## src/rtl/alarm_ctrl.sv

```systemverilog
// alarm_ctrl: BCD seconds alarm with ringing tone, auto-timeout and dismiss.
// Define ALARM_SNOOZE_EN to build the SNOOZE state and its second counter.
module alarm_ctrl #(
   parameter int TONE_DIV   = 25000,
   parameter int RING_SEC   = 60,
   parameter int SNOOZE_SEC = 9
) (
   input  logic       clk,
   input  logic       rst,
   input  logic       tick_1s,
   input  logic [3:0] cur_ed,
   input  logic [3:0] cur_des,
   input  logic [3:0] cur_sot,
   input  logic       set_we,
   input  logic [3:0] set_ed,
   input  logic [3:0] set_des,
   input  logic [3:0] set_sot,
   input  logic       arm,
   input  logic       snooze,
   input  logic       dismiss,
   output logic       buzz,
   output logic       ringing,
   output logic       armed,
   output logic [1:0] state
);
   localparam logic [1:0] IDLE   = 2'd0;
   localparam logic [1:0] ARMED  = 2'd1;
   localparam logic [1:0] RING   = 2'd2;
   localparam logic [1:0] SNOOZE = 2'd3;
   localparam int DW = TONE_DIV > 1 ? $clog2(TONE_DIV) : 1;
   localparam logic [DW-1:0] DIV_MAX = DW'(TONE_DIV - 1);

   logic [3:0]    sp_ed, sp_des, sp_sot;
   logic [DW-1:0] div;
   logic [7:0]    ring_cnt;
   logic [1:0]    nxt;
   logic          set_ok, match, ring_done, div_wrap, snz_req, snz_done, in_ring;

   assign set_ok    = set_we && set_ed <= 4'd9 && set_des <= 4'd9 && set_sot <= 4'd9;
   assign match     = tick_1s && cur_ed == sp_ed && cur_des == sp_des && cur_sot == sp_sot;
   assign ring_done = tick_1s && ring_cnt >= 8'(RING_SEC - 1);
   assign div_wrap  = div == DIV_MAX;
   assign in_ring   = state == RING && nxt == RING;

`ifdef ALARM_SNOOZE_EN
   logic [7:0] snz_cnt;

   assign snz_req  = snooze;
   assign snz_done = tick_1s && snz_cnt >= 8'(SNOOZE_SEC - 1);

   always_ff @(posedge clk)
      if (rst || state != SNOOZE || nxt != SNOOZE) snz_cnt <= '0;
      else if (tick_1s && snz_cnt != 8'hFF) snz_cnt <= snz_cnt + 8'd1;
`else
   // snooze stays a port so both builds share one pinout; it never acts here
   assign snz_req  = snooze & 1'b0;
   assign snz_done = 1'b0;
`endif

   always_comb begin
      nxt = state;
      if (dismiss && state != IDLE) nxt = IDLE;
      else if (state == IDLE)       nxt = arm ? ARMED : IDLE;
      else if (state == ARMED)      nxt = match ? RING : ARMED;
      else if (state == RING)       nxt = snz_req ? SNOOZE : ring_done ? ARMED : RING;
      else                          nxt = snz_done ? RING : SNOOZE;
   end

   always_ff @(posedge clk) begin
      if (rst) begin
         state    <= IDLE;
         ringing  <= 1'b0;
         armed    <= 1'b0;
         buzz     <= 1'b0;
         div      <= '0;
         ring_cnt <= '0;
         sp_ed    <= '0;
         sp_des   <= '0;
         sp_sot   <= '0;
      end else begin
         state   <= nxt;
         ringing <= nxt == RING;
         armed   <= nxt != IDLE;
         if (set_ok) begin
            sp_ed  <= set_ed;
            sp_des <= set_des;
            sp_sot <= set_sot;
         end
         // any cycle not spent inside RING leaves the tone counters clear for the next entry
         if (!in_ring) begin
            div      <= '0;
            ring_cnt <= '0;
            buzz     <= 1'b0;
         end else if (tick_1s) begin
            div      <= '0;
            buzz     <= 1'b0;
            ring_cnt <= ring_cnt == 8'hFF ? ring_cnt : ring_cnt + 8'd1;
         end else begin
            div  <= div_wrap ? '0 : div + 1'b1;
            buzz <= ring_cnt[0] ? 1'b0 : buzz ^ div_wrap;
         end
      end
   end
endmodule

```

## config.mk

```make
export PLATFORM = sky130hd
export DESIGN_NAME = alarm_ctrl
export DESIGN_NICKNAME = d
export VERILOG_FILES = /design/src/rtl/alarm_ctrl.sv
export SDC_FILE = /design/constraint.sdc
export NUM_CORES = 1
export LEC_CHECK = 0
export BUFFER_PORTS_ARGS = -buffer_cell sky130_fd_sc_hd__buf_2
export CORE_AREA = 3 3 67 69
export CTS_CLUSTER_DIAMETER = 60
export DETAILED_ROUTE_END_ITERATION = 10
export DIE_AREA = 0 0 70 72
export GPL_TIMING_DRIVEN = 0
export PLACE_DENSITY = 0.79
export SETUP_SLACK_MARGIN = 0.02
export SKIP_CTS_REPAIR_TIMING = 1
export SLEW_MARGIN = 25
export SYNTH_ARGS = -nofsm -noshare
export SYNTH_HDL_FRONTEND = slang
export SYNTH_SLANG_ARGS = --single-unit
```

## constraint.sdc

```tcl
create_clock -name clk -period 2.2 [get_ports clk]
set_input_delay 0 -clock clk [delete_from_list [all_inputs] [get_ports clk]]
set_output_delay 0 -clock clk [all_outputs]
set_load 0.02 [all_outputs]
```

# Word-level counts from Yosys, hierarchy flattened
# Index checks and enable logic that the tools add are counted.
# op_classes
n_addsub,2
magnitude_cmp,4
n_eq_ne,8
muxes,7
n_bitwise,3
n_reduce_logical,16
# ops
operator,count
"adder 15 x 1 -> 15 bit, second input constant",1
"equality test 15 bit, second input constant",1
equality test 4 bit,3
"<= comparator 4 bit, second input constant",3
2-to-1 mux 2 bit,6
logical AND 1 bit,9
"adder 8 x 1 -> 8 bit, second input constant",1
"equality test 8 bit, second input constant",1
">= comparator 8 x 6 -> 1 bit, second input constant",1
OR reduction 4 bit,2
"equality test 2 bit, second input constant",2
nonzero test 2 bit,2
"equality test 2 x 1 -> 1 bit, second input constant",1
zero test 2 bit,1
inverter 1 bit,2
AND reduction 2 bit,1
OR reduction 2 bit,1
2-to-1 mux 1 bit,1
bitwise XOR 1 bit,1
# word_totals
reg_bits,40
input_bits,31
elab_cells,49

# Depth between registers and ports, before layout
# Gate-level depths: netlist of run 1.
# logic_depth
ltp_word,12
ltp_mapped,6

# Worst setup path before layout of run 1
# Ideal clock, no wire load.
# synth_timing
path_type,register -> register
startpoint,register ring_cnt[0]
endpoint,register ring_cnt[2]
setup_ns,0.087
t_arrival_ns,1.511
slack_ns,0.602
path_stages_with_launch,6
period_less_slack_ns,1.598
cell_sequence,dfxtp_1 ha_1 o2111a_1 o31ai_1 nand3_1 a211oi_1
# synth_via
elab_chain_cells,11
elab_cells_between_ends,15
classes_between,add/sub: 1; order compare: 1; eq/ne: 2; mux: 5; bitwise: 2; reduce/logical: 4
# synth_rtl
item,line,rtl
"start, declared",35,logic [7:0] ring_cnt;
"start signal, assigned",97,ring_cnt <= ring_cnt == 8'hFF ? ring_cnt : ring_cnt + 8'd1;
>= comparator 8 x 6 -> 1 bit,41,assign ring_done = tick_1s && ring_cnt >= 8'(RING_SEC - 1);
logical AND 1 bit,41,
2-to-1 mux 2 bit (2 in a row),65,else if (state == RING) nxt = snz_req ? SNOOZE : ring_done ? ARMED : RING;
2-to-1 mux 2 bit,64,else if (state == ARMED) nxt = match ? RING : ARMED;
2-to-1 mux 2 bit,63,else if (state == IDLE) nxt = arm ? ARMED : IDLE;
2-to-1 mux 2 bit,62,if (dismiss && state != IDLE) nxt = IDLE;
equality test 2 bit,43,assign in_ring = state == RING && nxt == RING;
logical AND 1 bit,43,
inverter 1 bit (no source line),--,
OR reduction 2 bit (no source line),--,
# Several ways; a longest one is shown, not always the timed one.
# A chain may end at the register's enable or synchronous reset.

# Worst setup path in the final report of run 1
# layout_timing
startpoint,register ring_cnt[0]
endpoint,register ring_cnt[6]
# The elaborated chain is that of the path after synthesis.

==> reports/qor.yml, run 1 <==
min_path:
  holdPathEnd: "sp_sot[2]$_SDFFE_PP0P_"
  min_path_type: "input port to register"
  hold_start: "set_sot[2]"
  holdPathStages: 3
sta:
  finalHoldViolations: 3
  max_freq_mhz: 542
  holdWs_ns: -0.0500
  rsz0062_at_grt: "false"
  final.min_clock_period_ns: 1.85
  relSlewSlack_pct: 67.6
  fin_ws_ns: 0.355
  drv_slew: 0
  tightest_slew_ns: 0.474
  period_share_pct: 83.9
  finalClockSkew_ns: 0.00992
  setup_tns_ns: 0
  finalSetupViolations: 0
run_status:
  status: "finished, violations left"
  violations: "negative hold slack"
yosys:
  ys.flop_type: "dfxtp_1"
  seq_area_frac_synth_pct: 43.1
  syn_area_um2: 1860
  ys_ff_latch: 40
  synth_nets: 243
  synth_cell_types: 37
  synth_edf_count: 0
  yosysWarnings: 0
  synthArstFlopShare_pct: 0
  synth_cells: 210
  avgSynthCellArea_um2: 8.85
cells_and_area:
  final_cell_mix: "40 x dfxtp_1, 37 x nor2_1, 36 x buf_2, 23 x xnor2_1, 13 x nand2_1"
  antenna_cells: 0
  drive_above_1_share_pct: 18.5
  layout.nets: 292
  syn_to_final_growth_pct: 21.8
  nFillCells: 349
  final_common_cell: "dfxtp_1"
  fin_area_um2: 2260
  fin_util_pct: 57.0
global_routing:
  grtUsageMet1_pct: 18.9
  grt_use_met2_pct: 24.0
  grt_max_degree: 13
  grt_overflow: 0
  grt.busiest_layer: "met2"
  grt_pass1_vias: 1479
  grt.met3_usage_pct: 4.85
  antenna_found_initial: 0
  track_usage_pct: 15.4
  grt_first_pass_wirelength_um: 6220
critical_path:
  arrival_ns: 2.06
  rrSetupSlack_ns: 0.35
  crit_family: "compound AO/OA/AOI/OAI gates"
  crit_chain: "ha_1 > o2111a_1 > o31ai_1 > nand3_1 > a211oi_1"
  path_max_fanout: 8
  cpPeakStageDelay_ns: 0.35
  crit_buf_inv: 0
  path_class: "register to register"
  worstSetupEndpointType: "register"
  reg2reg_to: "ring_cnt[6]$_SDFFE_PP0P_"
  timing.rr.start: "ring_cnt[0]$_SDFFE_PP0P_"
  r2r_cells: 5
  worst_setup_path_start_kind: "register"
  critPathRequiredTime_ns: 2.42
  critPathSlowestCell: "dfxtp_1"
power:
  p_leak_nw: 0.864
  seqPwrFrac_pct: 54.7
  irDropWorstVdd_mv: 0.342
  intPower_mw: 1.05
  pwr-share-comb_pct: 8.3
  p_sw_mw: 0.311
  switching_share_pct: 22.9
  pwr-share-clk_pct: 37.0
  power.density_nw_per_um2: 599
die:
  num_rows: 23
  die_area_um2: 5040
  fp.dieW_um: 70
  core_um2: 3970
  die_h_um: 72
  pin_count: 36
  start_util_pct: 46.8
clocking:
  clock_path_buffers: 2
  numCtsBuffers: 5
  cts_sinks: 40
  cts_tree: "done"
  htreeDepth: 2
  clock_tree.root_cell: "clkbuf_8"
  clkSlewWorstSetupHoldPaths_ns: 0.08
  clk-insertion-delay-late_ns: 0.30
detailed_routing:
  drt_iter0_markers: 128
  wirelength_um: 3840
  wire_per_inst_um: 12.4
  viasPerCell: 5.26
  drtAntennaViolNets: 0
  via_count: 1631
  firstDrtPassIters: 4
  detail_route.drc_violations: 0
placement:
  hpwl_um: 2710
  placed_cell_area_um2: 2090
  gp_congestion: 0.845
  io_buffers: 34
  preCtsSetupSlack_ns: 0.336
flow_run:
  maxCapViolCount: 0
-- logic make-up after synthesis --
logic type / synth area share (%)
xor gates and xnor gates: 14.1
adders and majority gates: 1.35
muxes: 5.39
DFF: 43.1
AOI/OAI and AO/OA: 10.0
and+or+nand+nor: 24.2
buffers and inverters: 1.75
-- state kept, by name, indices dropped and copies added, names as in the netlist --
register,count
sp_ed,4
sp_des,4
buzz,1
ring_cnt,8
div,15
armed,1
sp_sot,4
state,2
ringing,1
-- synthesized netlist by cell type (2+ instances only) --
cell	number	area share (%)
dfxtp_1	40	43
inv_1	5	1.0
nand4_1	8	2.7
a21oi_1	7	1.9
or3_1	2	0.67
nor4_1	4	1.3
o21ai_0	6	1.6
o21a_1	2	0.81
nor3_1	6	1.6
ha_1	2	1.3
a211oi_1	4	1.6
mux2i_1	10	5.4
nand3_1	8	2.2
nand2_1	13	2.6
and3_1	4	1.3
xor2_1	7	3.3
buf_2	2	0.54
xnor2_1	23	11
nor2_1	37	7.5
or2_2	2	0.67
o31ai_1	2	0.81
-- area by class of cell --
type / count / area, um^2 / area share (%)
buffer: 3 / 13.8 / 0.608
inverter: 5 / 18.8 / 0.829
sequential: 40 / 801 / 35.4
clock inverter: 2 / 10.0 / 0.442
multi-input combinational: 162 / 1020 / 45.3
clock buffer: 6 / 82.6 / 3.65
timing repair buffer: 42 / 250 / 11.1
tap: 50 / 62.6 / 2.76
-- power by group through the flow --
stage / logic [mW] / registers, mW / clock network (mW)
after floorplan: 0.0526 / 0.760 / 0
after global placement: 0.0982 / 0.758 / 0
after detailed placement: 0.100 / 0.759 / 0
after CTS: 0.101 / 0.742 / 0.509
after global routing: 0.124 / 0.743 / 0.552
final: 0.112 / 0.742 / 0.502
-- how the worst max path moves through the flow --
stage / start / end / cells past startpoint / slack, ns
6_report: ring_cnt[0]$_SDFFE_PP0P_ / ring_cnt[6]$_SDFFE_PP0P_ / 5 / 0.35
5_1_grt: ring_cnt[0]$_SDFFE_PP0P_ / ring_cnt[6]$_SDFFE_PP0P_ / 5 / 0.15
4_1_cts: ring_cnt[0]$_SDFFE_PP0P_ / ring_cnt[6]$_SDFFE_PP0P_ / 5 / 0.32
3_5_place_dp: ring_cnt[0]$_SDFFE_PP0P_ / ring_cnt[2]$_SDFFE_PP0P_ / 5 / 0.34
3_3_place_gp: ring_cnt[0]$_SDFFE_PP0P_ / ring_cnt[6]$_SDFFE_PP0P_ / 5 / 0.30
2_1_floorplan: ring_cnt[0]$_SDFFE_PP0P_ / ring_cnt[2]$_SDFFE_PP0P_ / 5 / 0.60
-- worst min-delay path: cells and delay by family --
| kind | cells | cell delay (ns) |
|---|---|---|
| buffers and inverters | 1 | 0.09 |
| muxes | 1 | 0.06 |
| and+or+nand+nor | 1 | 0.07 |
-- stage by stage --
step                cells  total power, mW  hold slack (ns)
floorplan             210            0.813           0.0812
global placement      294            0.857            0.232
detailed placement    294            0.859            0.243
CTS                   302             1.35          -0.0658
global route          310             1.42         -0.00345
finish                310             1.36          -0.0500
-- layer usage --
metal	vias up	part of all wire, %
met4	0	2.2
met2	46	46
li1	839	-
met5	-	0
met1	736	46
met3	10	5.7
Note: power is estimated with default switching activity, not from simulation.
==> inputs of run 2 (changes only) <==
--- a/config.mk
+++ b/config.mk
@@ -11,7 +11,7 @@
 export DETAILED_ROUTE_END_ITERATION = 10
 export DIE_AREA = 0 0 70 72
 export GPL_TIMING_DRIVEN = 0
-export PLACE_DENSITY = 0.79
+export PLACE_DENSITY = 0.82
 export SETUP_SLACK_MARGIN = 0.02
 export SKIP_CTS_REPAIR_TIMING = 1
 export SLEW_MARGIN = 25
==> constraint.sdc (replaced) <==
create_clock -name clk -period 1.5 [get_ports clk]
set_input_delay 0 -clock clk [delete_from_list [all_inputs] [get_ports clk]]
set_output_delay 0 -clock clk [all_outputs]
set_load 0.02 [all_outputs]
==> reports/qor.yml, run 2 (same netlist as run 1, synthesis figures left out) <==
sta:
  holdWs_ns: -0.0399  # +0.0101 ns
  period_share_pct: 106  # +22 points
  rsz0062_at_grt: "true"
  setup_tns_ns: -0.121  # -0.121 ns
  max_freq_mhz: 630  # +16%
  final.min_clock_period_ns: 1.59  # -0.257 ns
  finalClockSkew_ns: 0.00748  # -0.00243 ns
  fin_ws_ns: -0.0881  # -0.443 ns
  finalSetupViolations: 4  # +4
  relSlewSlack_pct: 70.4  # +2.8 points
  drv_slew: 0  # unchanged
  finalHoldViolations: 5  # +2
  tightest_slew_ns: 0.444  # -0.0295 ns
cells_and_area:
  fin_util_pct: 60.6  # +3.7 points
  reg_top3: "div (15), ring_cnt (8)"
  largest_reg_flops: 15  # unchanged
  regMostFlops: "div"
  drive_above_1_share_pct: 29.3  # +11 points
  nFillCells: 337  # -3.4%
  final_cells: 313  # +0.97%
  final_cell_mix: "37 x nor2_1, 36 x buf_2, 27 x dfxtp_1, 22 x xnor2_1, 13 x nand2_1"
  final_common_cell: "nor2_1"
  fin_area_um2: 2410  # +6.4%
  regArea_um2: 827  # +3.3%
  antenna_cells: 0  # unchanged
  layout.nets: 296  # +1.4%
  multiInputGateArea_um2: 1130  # +10%
  syn_to_final_growth_pct: 29.6
power:
  irDropWorstVdd_mv: 0.546  # +60%
  power.density_nw_per_um2: 788  # +32%
  p_leak_nw: 0.880  # +1.9%
  totalPowerFinal_mw: 1.90  # +40%
detailed_routing:
  firstDrtPassIters: 4  # unchanged
  detail_route.drc_violations: 0  # unchanged
  wirelength_um: 4140  # +8.0%
  via_count: 1697  # +4.0%
  drtAntennaViolNets: 0  # unchanged
  wire_per_inst_um: 13.2  # +7.0%
  drt_iter0_markers: 87  # -32%
  viasPerCell: 5.42  # +3.0%
die:
  pin_count: 36  # unchanged
  die_area_um2: 5040  # unchanged
  die_h_um: 72  # unchanged
  core_um2: 3970  # unchanged
  num_rows: 23  # unchanged
  fp.dieW_um: 70  # unchanged
  start_util_pct: 46.8  # unchanged
critical_path:
  crit_family: "compound AO/OA/AOI/OAI gates"
  timing.rr.start: "ring_cnt[0]$_SDFFE_PP0P_"
  critPathRequiredTime_ns: 1.70  # -0.72 ns
  crit_buf_inv: 0  # unchanged
  crit_chain: "ha_4 > o2111a_1 > o31ai_4 > nand2_1 > a221oi_2"
  cp.depth: 5  # unchanged
  rrSetupSlack_ns: -0.09  # -0.44 ns
  reg2reg_to: "ringing$_SDFF_PP0_"
  path_class: "register to register"
  worstSetupEndpointType: "register"
  arrival_ns: 1.79  # -0.27 ns
  worst_setup_path_start_kind: "register"
  cpPeakStageDelay_ns: 0.36  # about the same
  path_max_fanout: 7  # -1
  r2r_cells: 5  # unchanged
  critPathSlowestCell: "dfxtp_2"
min_path:
  holdPathEnd: "sp_sot[1]$_SDFFE_PP0P_"
  holdPathStages: 3  # unchanged
  min_path_type: "input port to register"
  hold_start: "set_sot[1]"
placement:
  gp_congestion: 0.809  # -4.3%
  placedCellCount: 294  # unchanged
  hpwl_um: 2840  # +4.6%
  io_buffers: 34  # unchanged
  placed_cell_area_um2: 2120  # +1.6%
  preCtsSetupSlack_ns: -0.195  # -0.531 ns
clocking:
  cts_sinks: 40  # unchanged
  clk-insertion-delay-late_ns: 0.29  # about the same
  numCtsBuffers: 5  # unchanged
  clock_path_buffers: 2  # unchanged
  clock_tree.root_cell: "clkbuf_8"
  clkSlewWorstSetupHoldPaths_ns: 0.07  # about the same
  htreeDepth: 2  # unchanged
  cts_tree: "done"
global_routing:
  grt_first_pass_wirelength_um: 6410  # +3.1%
  antenna_found_initial: 0  # unchanged
  grt_max_degree: 12  # -1
  track_usage_pct: 15.7  # +0.28 points
  grt_overflow: 0  # unchanged
  grt_pass1_vias: 1503  # +1.6%
flow_run:
  maxCapViolCount: 0  # unchanged
run_status:
  violations: "negative hold slack, negative setup slack"
  status: "finished, violations left"
-- run 2: cell types whose count changed in the layout (fill, tap and decap cells not counted), moves of 4 or more --
cell     change
buf_4        +5
dfxtp_2      +9
dfxtp_1     -13
dfxtp_4      +4
-- run 2: final cells by class --
class | count | area share (%)
multi-input cells | 162 | 46.9
flip-flops and latches | 40 | 34.3
repair buffers | 46 | 11.3
clock buffers | 6 | 3.01
well taps | 50 | 2.60
plain buffers | 3 | 0.831
inverters | 5 | 0.779
clock inverters | 1 | 0.208
-- run 2: how the worst max path moves through the flow --
stage                     slack, ns                  to                     start
after CTS                     -0.20   div[8]$_SDFF_PP0_         div[0]$_SDFF_PP0_
after floorplan                0.03  ringing$_SDFF_PP0_  ring_cnt[0]$_SDFFE_PP0P_
after global placement        -0.15   div[7]$_SDFF_PP0_         div[0]$_SDFF_PP0_
after detailed placement      -0.20   div[7]$_SDFF_PP0_         div[0]$_SDFF_PP0_
after global routing          -0.13  ringing$_SDFF_PP0_  ring_cnt[0]$_SDFFE_PP0P_
final                         -0.09  ringing$_SDFF_PP0_  ring_cnt[0]$_SDFFE_PP0P_
-- run 2: routing by layer --
metal	routed length (um)	track usage, %	share of wire, %
met5	0	0	0
met4	69	7.66	1.7
met3	153	3.74	3.7
met2	2030	26.7	49
met1	1890	18.8	46
-- run 2: report_power, final --
part	total [mW]	leakage [nW]	switching (mW)	internal [mW]
clock network	0.649	0.0410	0.333	0.316
logic	0.168	0.508	0.0798	0.0879
registers	1.08	0.331	0.0122	1.07
-- run 2: worst min-delay path: stages --
cell     delay, ns
buf_2         0.08
mux2i_1       0.05
nor2_1        0.07
==> inputs of run 3 (changes only) <==
--- a/config.mk
+++ b/config.mk
@@ -7,6 +7,7 @@
 export LEC_CHECK = 0
 export BUFFER_PORTS_ARGS = -buffer_cell sky130_fd_sc_hd__buf_2
 export CORE_AREA = 3 3 67 69
+export CTS_BUF_LIST = sky130_fd_sc_hd__clkbuf_16
 export CTS_CLUSTER_DIAMETER = 60
 export DETAILED_ROUTE_END_ITERATION = 10
 export DIE_AREA = 0 0 70 72
==> reports/qor.yml, run 3 (same netlist as run 1, synthesis figures left out) <==
detailed_routing:
  detail_route.drc_violations: 0  # unchanged
  viasPerCell: 5.48  # +1.0%
  wire_per_inst_um: 13.6  # +2.8%
  via_count: 1692  # -0.29%
  firstDrtPassIters: 4  # unchanged
  drt_iter0_markers: 45  # -48%
  drtAntennaViolNets: 0  # unchanged
  wirelength_um: 4210  # +1.5%
cells_and_area:
  nFillCells: 337  # unchanged
  largest_reg_flops: 15  # unchanged
  layout.nets: 292  # -1.4%
  final_cells: 309  # -1.3%
  fin_area_um2: 2430  # +0.99%
  final_cell_mix: "37 x nor2_1, 36 x buf_2, 26 x dfxtp_1, 22 x xnor2_1, 13 x nand2_1"
  reg_top3: "div (15), ring_cnt (8)"
  final_common_cell: "nor2_1"
  drive_above_1_share_pct: 31.3  # +2.0 points
  regMostFlops: "div"
  syn_to_final_growth_pct: 30.9
  antenna_cells: 0  # unchanged
critical_path:
  path_class: "register to register"
  path_max_fanout: 7  # unchanged
  worstSetupEndpointType: "register"
  timing.rr.start: "ring_cnt[0]$_SDFFE_PP0P_"
  critPathRequiredTime_ns: 1.69  # about the same
  arrival_ns: 1.77  # -0.02 ns
  worst_setup_path_start_kind: "register"
  startpoint: "ring_cnt[0]$_SDFFE_PP0P_"
global_routing:
  grt_overflow: 0  # unchanged
  grt_max_degree: 12  # unchanged
  grt_pass1_vias: 1523  # +1.3%
  grt_first_pass_wirelength_um: 6420  # +0.20%
  track_usage_pct: 15.6  # -0.18 points
  antenna_found_initial: 0  # unchanged
flow_run:
  maxCapViolCount: 0  # unchanged
sta:
  drv_slew: 0  # unchanged
  holdWs_ns: -0.0422  # -0.00228 ns
  final.min_clock_period_ns: 1.58  # -0.00312 ns
  fin_ws_ns: -0.0850  # +0.00312 ns
  finalClockSkew_ns: 0.00629  # -0.00119 ns
  rsz0062_at_grt: "true"
  period_share_pct: 106  # -0.21 points
  relSlewSlack_pct: 69.7  # -0.66 points
  finalSetupViolations: 4  # unchanged
  finalHoldViolations: 10  # +5
  max_freq_mhz: 631  # +0.20%
  setup_tns_ns: -0.119  # +0.00187 ns
  tightest_slew_ns: 0.454  # +0.00990 ns
run_status:
  violations: "negative hold slack, negative setup slack"
  status: "finished, violations left"
placement:
  io_buffers: 34  # unchanged
  placed_cell_area_um2: 2120  # unchanged
  placedCellCount: 294  # unchanged
  hpwl_um: 2840  # unchanged
  gp_congestion: 0.809  # unchanged
power:
  totalPowerFinal_mw: 2.20  # +16%
  irDropWorstVdd_mv: 0.853  # +56%
  power.density_nw_per_um2: 906  # +15%
  p_leak_nw: 0.898  # +2.0%
clocking:
  clk-insertion-delay-late_ns: 0.27  # -0.02 ns
  cts_sinks: 40  # unchanged
  cts_tree: "done"
  clkSlewWorstSetupHoldPaths_ns: 0.06  # about the same
  numCtsBuffers: 5  # unchanged
  clock_tree.root_cell: "clkbuf_16"
  clock_path_buffers: 2  # unchanged
  htreeDepth: 2  # unchanged
die:
  pin_count: 36  # unchanged
  die_h_um: 72  # unchanged
  num_rows: 23  # unchanged
  core_um2: 3970  # unchanged
  fp.dieW_um: 70  # unchanged
  die_area_um2: 5040  # unchanged
  start_util_pct: 46.8  # unchanged
min_path:
  hold_start: "set_sot[0]"
  min_path_type: "input port to register"
[run 3: worst paths after layout]
| check | to | slack [ns] | cells past startpoint |
|---|---|---|---|
| hold reg to reg | div[0]$_SDFF_PP0_ | 0.44 | 1 |
| setup reg to reg | ringing$_SDFF_PP0_ | -0.08 | 5 |
| setup / recovery | ringing$_SDFF_PP0_ | -0.08 | 5 |
| hold / removal | sp_sot[0]$_SDFFE_PP0P_ | -0.04 | 3 |
[run 3: worst max-delay path: stages (launching register included)]
cell	delay [ns]
dfxtp_2	0.35
ha_4	0.19
o2111a_1	0.27
o31ai_4	0.28
nand2_1	0.15
a221oi_2	0.25
[run 3: report_power, final]
| part | leakage (nW) | switching (mW) | total [mW] | internal [mW] |
|---|---|---|---|---|
| combinational | 0.495 | 0.0773 | 0.155 | 0.0777 |
| sequential | 0.332 | 0.0120 | 1.08 | 1.07 |
| clock | 0.0709 | 0.373 | 0.969 | 0.596 |
| total | 0.898 | 0.462 | 2.20 | 1.74 |
[run 3: final cells by class]
type	instances	area, um^2	area share (%)
well taps	50	62.6	2.57
inverters	5	18.8	0.772
flip-flops and latches	40	833	34.3
plain buffers	3	20.0	0.823
multi-input cells	162	1140	46.7
clock buffers	5	125	5.14
clock inverters	2	8.76	0.360
repair buffers	42	228	9.36
[run 3: metrics by stage]
stage / worst slack [ns] / utilization, %
finish: -0.0850 / 61.2
global route: -0.125 / 61.2
CTS: -0.215 / 56.9
detailed placement: -0.195 / 53.5
global placement: -0.153 / 53.5
floorplan: 0.0270 / -
[run 3: layer usage]
layer | global-route usage [%] | wire [um] | up-vias
li1 | - | - | 842
met1 | 19.1 | 1900 | 814
met2 | 26.7 | 2120 | 32
met3 | 3.32 | 132 | 4
met4 | 6.38 | 46 | 0
met5 | 0 | 0 | -
